**src/rtl/decoder_3b4b.sv**
```systemverilog
// Receive-side 3B/4B decoder (fghj -> HGF) with running-disparity tracking and a link sync FSM.
// Optional saturating error counter enabled by defining DECODER_3B4B_ERR_CNT_EN.
module decoder_3b4b #(
   parameter int unsigned SYNC_CNT  = 8,
   parameter int unsigned LOSS_CNT  = 4,
   parameter int unsigned ERR_CNT_W = 8
) (
   input  logic                 i_clk,
   input  logic                 i_rst_n,
   input  logic [3:0]           i_code,
   input  logic                 i_enb,
   input  logic                 i_rd_load,
   input  logic                 i_rd_in,
   input  logic                 i_err_clr,
   output logic [2:0]           o_data_out,
   output logic                 o_rd_out,
   output logic                 o_valid,
   output logic                 o_code_err,
   output logic                 o_disp_err,
   output logic                 o_sync,
   output logic [ERR_CNT_W-1:0] o_err_cnt
);

   localparam logic [1:0] ST_LOS  = 2'd0;
   localparam logic [1:0] ST_ACQ  = 2'd1;
   localparam logic [1:0] ST_SYNC = 2'd2;

   localparam logic [7:0] SYNC_LIM = 8'(SYNC_CNT);
   localparam logic [7:0] LOSS_LIM = 8'(LOSS_CNT);

   logic       rd_q;
   logic       rd_cur;
   logic       rd_next;
   logic [2:0] dec_x;
   logic       need_neg;
   logic       need_pos;
   logic       code_err;
   logic       disp_err;
   logic       bad;
   logic [2:0] weight;

   logic [1:0] st_q, st_d;
   logic [7:0] good_q, good_d;
   logic [7:0] badc_q, badc_d;

   // A same-cycle RD preset overrides the tracked RD for this code group's check.
   assign rd_cur = i_rd_load ? i_rd_in : rd_q;

   always_comb begin
      dec_x    = '0;
      need_neg = 1'b0;
      need_pos = 1'b0;
      code_err = 1'b0;
      case (i_code)
         4'b1011: begin dec_x = 3'd0; need_neg = 1'b1; end
         4'b0100: begin dec_x = 3'd0; need_pos = 1'b1; end
         4'b1001: dec_x = 3'd1;
         4'b0101: dec_x = 3'd2;
         4'b1100: begin dec_x = 3'd3; need_neg = 1'b1; end
         4'b0011: begin dec_x = 3'd3; need_pos = 1'b1; end
         4'b1101: begin dec_x = 3'd4; need_neg = 1'b1; end
         4'b0010: begin dec_x = 3'd4; need_pos = 1'b1; end
         4'b1010: dec_x = 3'd5;
         4'b0110: dec_x = 3'd6;
         4'b1110: begin dec_x = 3'd7; need_neg = 1'b1; end
         4'b0001: begin dec_x = 3'd7; need_pos = 1'b1; end
         4'b0111: begin dec_x = 3'd7; need_neg = 1'b1; end
         4'b1000: begin dec_x = 3'd7; need_pos = 1'b1; end
         default: code_err = 1'b1;
      endcase
   end

   assign disp_err = (need_neg & rd_cur) | (need_pos & ~rd_cur);
   assign bad      = code_err | disp_err;
   assign weight   = {2'b0, i_code[3]} + {2'b0, i_code[2]} + {2'b0, i_code[1]} + {2'b0, i_code[0]};

   always_comb begin
      if (weight >= 3'd3)      rd_next = 1'b1;
      else if (weight <= 3'd1) rd_next = 1'b0;
      else                     rd_next = rd_cur;
   end

   always_comb begin
      st_d   = st_q;
      good_d = good_q;
      badc_d = badc_q;
      case (st_q)
         ST_LOS: begin
            if (!bad) begin
               if (SYNC_LIM == 8'd1) begin
                  st_d = ST_SYNC;
               end else begin
                  st_d   = ST_ACQ;
                  good_d = 8'd1;
               end
               badc_d = '0;
            end
         end
         ST_ACQ: begin
            if (bad) begin
               st_d   = ST_LOS;
               good_d = '0;
            end else begin
               good_d = good_q + 8'd1;
               if (good_d == SYNC_LIM) begin
                  st_d   = ST_SYNC;
                  badc_d = '0;
               end
            end
         end
         ST_SYNC: begin
            if (bad) begin
               badc_d = badc_q + 8'd1;
               if (badc_d == LOSS_LIM) begin
                  st_d   = ST_LOS;
                  badc_d = '0;
                  good_d = '0;
               end
            end else begin
               badc_d = '0;
            end
         end
         default: begin
            st_d   = ST_LOS;
            good_d = '0;
            badc_d = '0;
         end
      endcase
   end

   always_ff @(posedge i_clk or negedge i_rst_n) begin
      if (!i_rst_n) begin
         rd_q       <= 1'b0;
         st_q       <= ST_LOS;
         good_q     <= '0;
         badc_q     <= '0;
         o_data_out <= '0;
         o_rd_out   <= 1'b0;
         o_valid    <= 1'b0;
         o_code_err <= 1'b0;
         o_disp_err <= 1'b0;
         o_sync     <= 1'b0;
      end else begin
         o_valid <= i_enb;
         if (i_enb) begin
            rd_q       <= rd_next;
            st_q       <= st_d;
            good_q     <= good_d;
            badc_q     <= badc_d;
            o_data_out <= dec_x;
            o_rd_out   <= rd_next;
            o_code_err <= code_err;
            o_disp_err <= disp_err;
            o_sync     <= (st_d == ST_SYNC);
         end else if (i_rd_load) begin
            rd_q <= i_rd_in;
         end
      end
   end

`ifdef DECODER_3B4B_ERR_CNT_EN
   logic [ERR_CNT_W-1:0] err_q;

   always_ff @(posedge i_clk or negedge i_rst_n) begin
      if (!i_rst_n) begin
         err_q <= '0;
      end else if (i_err_clr) begin
         err_q <= '0;
      end else if (i_enb && bad && (err_q != '1)) begin
         err_q <= err_q + 1'b1;
      end
   end

   assign o_err_cnt = err_q;
`else
   logic unused_err_clr;
   assign unused_err_clr = i_err_clr;
   assign o_err_cnt      = '0;
`endif

endmodule

```
**config.mk**
```make
export PLATFORM = sky130hd
export DESIGN_NAME = decoder_3b4b
export DESIGN_NICKNAME = d
export VERILOG_FILES = /design/src/rtl/decoder_3b4b.sv
export SDC_FILE = /design/constraint.sdc
export NUM_CORES = 1
export LEC_CHECK = 0
export ABC_AREA = 1
export BUFFER_PORTS_ARGS = -buffer_cell sky130_fd_sc_hd__buf_2
export CAP_MARGIN = 20
export CORE_ASPECT_RATIO = 0.8
export CORE_MARGIN = 3
export CORE_UTILIZATION = 30
export CTS_BUF_LIST = sky130_fd_sc_hd__clkbuf_4
export CTS_CLUSTER_SIZE = 12
export DETAILED_ROUTE_END_ITERATION = 6
export GPL_TIMING_DRIVEN = 0
export PLACE_DENSITY = 0.55
export SLEW_MARGIN = 5
export SYNTH_ARGS = -nofsm -noshare
export SYNTH_HDL_FRONTEND = slang
export SYNTH_SLANG_ARGS = --single-unit
```
**constraint.sdc**
```tcl
create_clock -name i_clk -period 2.3 [get_ports i_clk]
set_input_delay 0.575 -clock i_clk [delete_from_list [all_inputs] [get_ports i_clk]]
set_output_delay 0.575 -clock i_clk [all_outputs]
set_load 0.05 [all_outputs]
```
==> metrics.cfg, run 1 <==
[clocking]
clkLatencyLatePin_ps = 330
ctsHoldBuffers = 0
cts_setup_buffers = 0
cts_resized = 0
clkTransAtPathRegs_ps = 150
htree_levels = 1
root_buffer = clkbuf_4
cts_made_buffers = 3
cts_tree = built
clock-sinks = 27
cts_buffer_depth = 2

[sta]
finalClockSkew_ps = 4.749
slew_headroom_pct = 58.43
hold_viol_final = 0
report.final.slew_viol_count = 0
setup_viol = 0
rsz0062_at_grt = false
fin_crit_sh_pct = 87.15
fmax_ghz = 0.4989
min_period_ps = 2004
tightest_slew_ps = 623.6
hold_slack_ps = 232.2

[setup_path]
r2r_start = good_q[0]
path_class = in -> reg
cp_num_buf_inv = 3
rr_worst_depth = 10
max_stage_delay_ps = 350
start_kind = input pin
cp_common_cell = nand2_1
critPathMaxFanout = 8
crit_arrival_ps = 2290
reg2reg_slack_ps = 370
cp_slowest_cell = nor2_2
r2r_end = badc_q[4]
crit_chain = buf_2, inv_1, ha_1, nand3_1, nand2_1, nor2_1, nand2_2, inv_1, nand2_1, nand3_1, nand2_1, nor2_2, nand2_1, nand2_1
cpLargestDelayFamily = simple AND/OR/NAND/NOR gates
cp-end-kind = flop
required_ps = 2590

[drt]
vias = 1818
drt_iter0_markers = 116
ant_nets = 0
wirelength_mm = 4.316
drc = 0
dr.pass1.iters = 4
wl_per_cell_um = 10.35
via_per_inst = 4.360

[run]
max_cap_viol_count = 0

[logic_synthesis]
ys_async_sr_fraction_pct = 100.0
yosys_warnings = 0
seq_area_frac_synth_pct = 31.78
synth.avg_cell_area_um2 = 6.947
synth-main-ff-cell = dfrtp_1
synth-edff-count = 0
yosys.cell_types.count = 31
synth_cells = 306
netlist_area_um2 = 2126
ys_ff_latch = 27

[place]
dpl.hpwl_mm = 3.397
port-buffer-count = 16
placed_cell_area_um2 = 2337
place_congestion = 0.8064
place_inst = 413

[cells_and_area]
final_common_cell = nand2_1
layout-drive-gt1-share_pct = 18.02
stdcell_area_um2 = 2369
final_cell_mix = nand2_1 (110), nor2_1 (33), inv_1 (28), nand3_1 (27), dfrtp_1 (27)
nets = 356
fin_cells = 417
areaGrowthSynthToFinish_pct = 11.42
antenna_cells = 0

[floorplanning]
die_x_um = 100.1
die_y_um = 81.29
die_area_um2 = 8138
num_rows = 26
num_io_pins = 26
fp.coreArea_um2 = 6636
initial_utilization_pct = 32.03

[status]
status = complete, no violations

[power_and_ir_drop]
p_per_area_nw_per_um2 = 494.4
ir_drop_uv = 264.2
leakagePower_nw = 1.247

[global_routing]
grt_pass1_wl_mm = 7.783
antenna_found_initial = 0
grt-ovfl-total = 0
grt_max_degree = 28
grt_pass1_vias = 1737
grt_usage_pct = 11.60

[min_path]
hold_class = in -> async

-- cell usage after synthesis, drive strengths merged (2+ instances only) --
cell | n | area, µm²
o21ai | 7 | 46.30
nand2 | 122 | 503.0
dfrtp | 27 | 675.7
xor2 | 3 | 26.28
nand4 | 4 | 25.02
nand3b | 2 | 15.01
o32ai | 2 | 17.52
nor2 | 39 | 171.4
ha | 11 | 137.6
a21oi | 2 | 21.27
xnor2 | 2 | 17.52
buf | 10 | 82.58
inv | 33 | 126.4
o21bai | 4 | 30.03
nand3 | 32 | 185.2
-- final cells by class --
type / count / area [µm²]
fillers: 731 / 4268
well taps: 84 / 105.1
plain buffers: 11 / 86.33
multi-input cells: 241 / 1260
inverters: 34 / 130.1
clock buffers: 3 / 22.52
clock inverters: 1 / 8.758
flip-flops and latches: 27 / 675.6
repair buffers: 16 / 80.08
-- routing by layer --
| metal | track usage (%) | vias up | share of wire [%] |
|---|---|---|---|
| met2 | 17.98 | 40 | 39 |
| met3 | 2.318 | 2 | 4.9 |
| met1 | 16.83 | 783 | 55 |
| met5 | 0 | - | 0 |
| met4 | 2.153 | 0 | 0.49 |
| li1 | - | 993 | - |
-- where the power goes --
group | internal, mW | total (mW) | leakage [nW] | switching (mW)
Sequential | 0.509 | 0.541 | 0.356 | 0.0316
Combinational | 0.117 | 0.410 | 0.872 | 0.293
Clock | 0.0710 | 0.220 | 0.0183 | 0.149
-- registers in the layout, indices dropped and copies added (netlist names) --
register    flops
o_rd_out        1
o_data_out      3
badc_q          8
good_q          8
st_q            2
o_sync          1
o_disp_err      1
o_code_err      1
o_valid         1
rd_q            1
-- how the worst max path moves through the flow --
stage | startpoint | slack, ps | end | cells past startpoint
floorplan | i_code[0] | 290 | rd_q | 7
global placement | i_code[0] | -60 | good_q[1] | 13
detailed placement | i_code[0] | -70 | good_q[1] | 13
CTS | i_code[0] | 310 | badc_q[4] | 13
global route | badc_q[0] | 100 | good_q[6] | 11
finish | i_code[1] | 300 | good_q[1] | 14
-- cell families after synthesis --
| logic type | share of synthesized area (%) |
|---|---|
| XOR/XNOR | 2.060 |
| adder cells (fa/ha/maj) | 7.416 |
| other | 0.1764 |
| AND/OR/NAND/NOR | 42.67 |
| AO/OA/AOI/OAI | 5.710 |
| buffers and inverters | 10.18 |
| flip-flops | 31.78 |
-- stage by stage --
step	power, mW	TNS (ps)	setup WS (ps)	utilization [%]
after floorplan	0.8659	0	287.9	-
after global placement	0.9619	-794.8	-56.79	35.22
after detailed placement	0.9655	-1027	-73.89	35.22
after CTS	1.202	0	313.2	35.69
after global routing	1.270	0	99.89	35.69
final	1.171	0	295.6	35.69
No activity file was read; power rests on OpenSTA's default activity.
==> run 2, diff against run 1 <==
ABC_AREA = unset   (was 1)
CORE_MARGIN = 4   (was 3)
==> run 2 against run 1 <==
  * Global-route usage shrank 0.14 points
  * Register-to-register slack lost 180 ps
  * Worst hold slack gained 3.3 ps
  * Total power grew 16%
  * Largest cell class unchanged
==> metrics.cfg, run 2 <==
[cells_and_area]
reg_top3 = badc_q (8), good_q (8), o_data_out (3)
layout-drive-gt1-share_pct = 17.55  ; -0.47 points
fin_cells = 326  ; -22%
antenna_cells = 0  ; unchanged
final_cell_mix = nand3_1 (28), dfrtp_1 (27), buf_2 (18), inv_1 (16), nor2_1 (15)
fill_cells = 627  ; -14%
multi_input_area_um2 = 1054  ; -16%
register_area_um2 = 675.6  ; unchanged
areaGrowthSynthToFinish_pct = 14.36
nets = 268  ; -25%
final_common_cell = nand3_1

[global_routing]
grt-ovfl-total = 0  ; unchanged
grt_pass1_wl_mm = 6.941  ; -11%
grt_max_degree = 28  ; unchanged
grt_usage_pct = 11.46  ; -0.14 points
grt_pass1_vias = 1423  ; -18%
antenna_found_initial = 0  ; unchanged

[logic_synthesis]
netlist_area_um2 = 1838  ; -14%
synth_cells = 216  ; -29%
ys_ff_latch = 27  ; unchanged
synth_top_cell_by_area = dfrtp_1
yosys.cell_types.count = 46  ; +48%
yosysMostFrequentCell = nand3_1
yosys_warnings = 0  ; unchanged
seq_area_frac_synth_pct = 36.76  ; +5.0 points
synth.avg_cell_area_um2 = 8.509  ; +22%
synth-main-ff-cell = dfrtp_1
synth-edff-count = 0  ; unchanged
synth_top_area_share_pct = 36.76  ; +5.0 points
synth_area_leaders = dfrtp_1 (37%), nand3_1 (7.6%), ha_1 (7.5%)
ys_async_sr_fraction_pct = 100.0  ; unchanged
synthTopCellsByCount = nand3_1 (28), dfrtp_1 (27), inv_1 (16), nor2_1 (16), nand2_1 (14)

[drt]
vias = 1596  ; -12%
ant_nets = 0  ; unchanged
drt_iter0_markers = 64  ; -45%
wirelength_mm = 4.040  ; -6.4%
drc = 0  ; unchanged
wl_per_cell_um = 12.39  ; +20%
via_per_inst = 4.896  ; +12%
dr.pass1.iters = 4  ; unchanged

[setup_path]
crit_path_end = good_q[3]
cp_slowest_cell = o31a_1
start_kind = input pin
rr_worst_depth = 5  ; -5
critPathMaxFanout = 7  ; -1
path_class = in -> reg
r2r_start = badc_q[3]
crit_arrival_ps = 2490  ; +200 ps
crit_start = i_code[0]
crit_chain = buf_2, ha_1, a21bo_2, a22oi_2, nand3_1, and3_1, o31a_1, o22ai_1
max_stage_delay_ps = 340  ; about the same
r2r_end = good_q[7]
required_ps = 2570  ; -20 ps
cp-end-kind = flop
reg2reg_slack_ps = 190  ; -180 ps

[sta]
fmax_ghz = 0.4500  ; -9.8%
setup_viol = 0  ; unchanged
finalClockSkew_ps = 13.55  ; +8.803 ps
tightest_slew_ps = 638.1  ; +14.54 ps
slew_headroom_pct = 57.46  ; -0.97 points
fin_crit_sh_pct = 96.62  ; +9.5 points
finalSetupTns_ps = 0  ; unchanged
report.final.slew_viol_count = 0  ; unchanged
min_period_ps = 2222  ; +217.8 ps
hold_viol_final = 0  ; unchanged

[floorplanning]
die_area_um2 = 7451  ; -8.4%
num_io_pins = 26  ; unchanged
die_y_um = 78.01  ; -4.0%
die_x_um = 95.51  ; -4.6%
initial_utilization_pct = 31.09  ; -0.94 points
fp.coreArea_um2 = 5912  ; -11%
num_rows = 25  ; -3.8%

[place]
dpl.hpwl_mm = 2.932  ; -14%
place_inst = 320  ; -23%
place_congestion = 0.7970  ; -1.2%
port-buffer-count = 16  ; unchanged

[min_path]
hold_class = in -> async

[clocking]
cts_made_buffers = 3  ; unchanged
cts_tree = built
ctsHoldBuffers = 0  ; unchanged
clock-sinks = 27  ; unchanged
clkTransAtPathRegs_ps = 160  ; about the same
cts_buffer_depth = 2  ; unchanged
root_buffer = clkbuf_4
htree_levels = 1  ; unchanged
clkLatencyLatePin_ps = 340  ; about the same

[power_and_ir_drop]
leakagePower_nw = 0.9613  ; -23%
p_per_area_nw_per_um2 = 644.5  ; +30%
ir_drop_uv = 222.9  ; -16%

[status]
status = complete, no violations

[run]
max_cap_viol_count = 0  ; unchanged

## run 2: kinds of logic after synthesis
group           share of synthesized area (%)
fa+ha+maj                               8.577
buf+inv                                 8.101
compound gates                          16.27
other cells                            0.2040
mux                                     2.314
simple gates                            27.77
flops                                   36.76
## run 2: timing repair
item                                    in CTS  in global routing
endpoints found under the hold margin        0                  0
buffers inserted                             0                  2
gates resized for setup                      0                  3
endpoints found under the setup margin       0                 17
## run 2: worst max-delay path, delay by kind of cell
family	cells	cell delay, ps
compound gates	4	1100
simple gates	2	440
fa+ha+maj	1	230
buf+inv	1	130
## run 2: layout make-up
| type | count | share of cell area, % |
|---|---|---|
| inverters | 16 | 2.857 |
| multi-input cells | 165 | 50.12 |
| flip-flops and latches | 27 | 32.14 |
| clock buffers | 3 | 1.071 |
| clock inverters | 1 | 0.2381 |
| well taps | 81 | 4.821 |
| plain buffers | 15 | 4.226 |
| repair buffers | 18 | 4.524 |
## run 2: worst min-delay path by stage
| stage | startpoint | slack [ps] | endpoint | depth (start not counted) |
|---|---|---|---|---|
| detailed placement | o_data_out[0] | 470 | o_data_out[0] | 1 |
| global route | i_rst_n | 270 | badc_q[6] | 1 |
| CTS | i_rst_n | 250 | badc_q[1] | 1 |
| global placement | o_data_out[0] | 480 | o_data_out[0] | 1 |
| finish | i_rst_n | 240 | badc_q[1] | 1 |
| floorplan | i_rst_n | 280 | badc_q[0] | 0 |
## run 2: power breakdown
part | total, mW | internal [mW] | switching [mW]
combinational | 0.523 | 0.170 | 0.354
sequential | 0.613 | 0.544 | 0.0689
clock | 0.218 | 0.0654 | 0.153
total | 1.35 | 0.779 | 0.576
## run 2: metal layers
layer	track usage (%)	wire (µm)	vias up	part of all wire [%]
met5	0	0	-	0
met4	2.273	40	0	0.99
met3	2.682	191	2	4.7
met2	16.28	1689	37	42
met1	17.58	2118	743	52
li1	-	-	814	-
## run 2: metrics by stage
step	util [%]	hold WS (ps)	instance area [µm²]	setup WS [ps]	total power [mW]
2_1_floorplan	-	279.4	1864	94.79	1.010
3_3_place_gp	34.60	478.4	2046	-250.0	1.137
3_5_place_dp	34.60	474.0	2046	-315.9	1.143
4_1_cts	35.07	249.4	2073	64.23	1.360
5_1_grt	35.56	265.6	2102	-12.38	1.454
6_report	35.56	235.5	2102	77.73	1.355
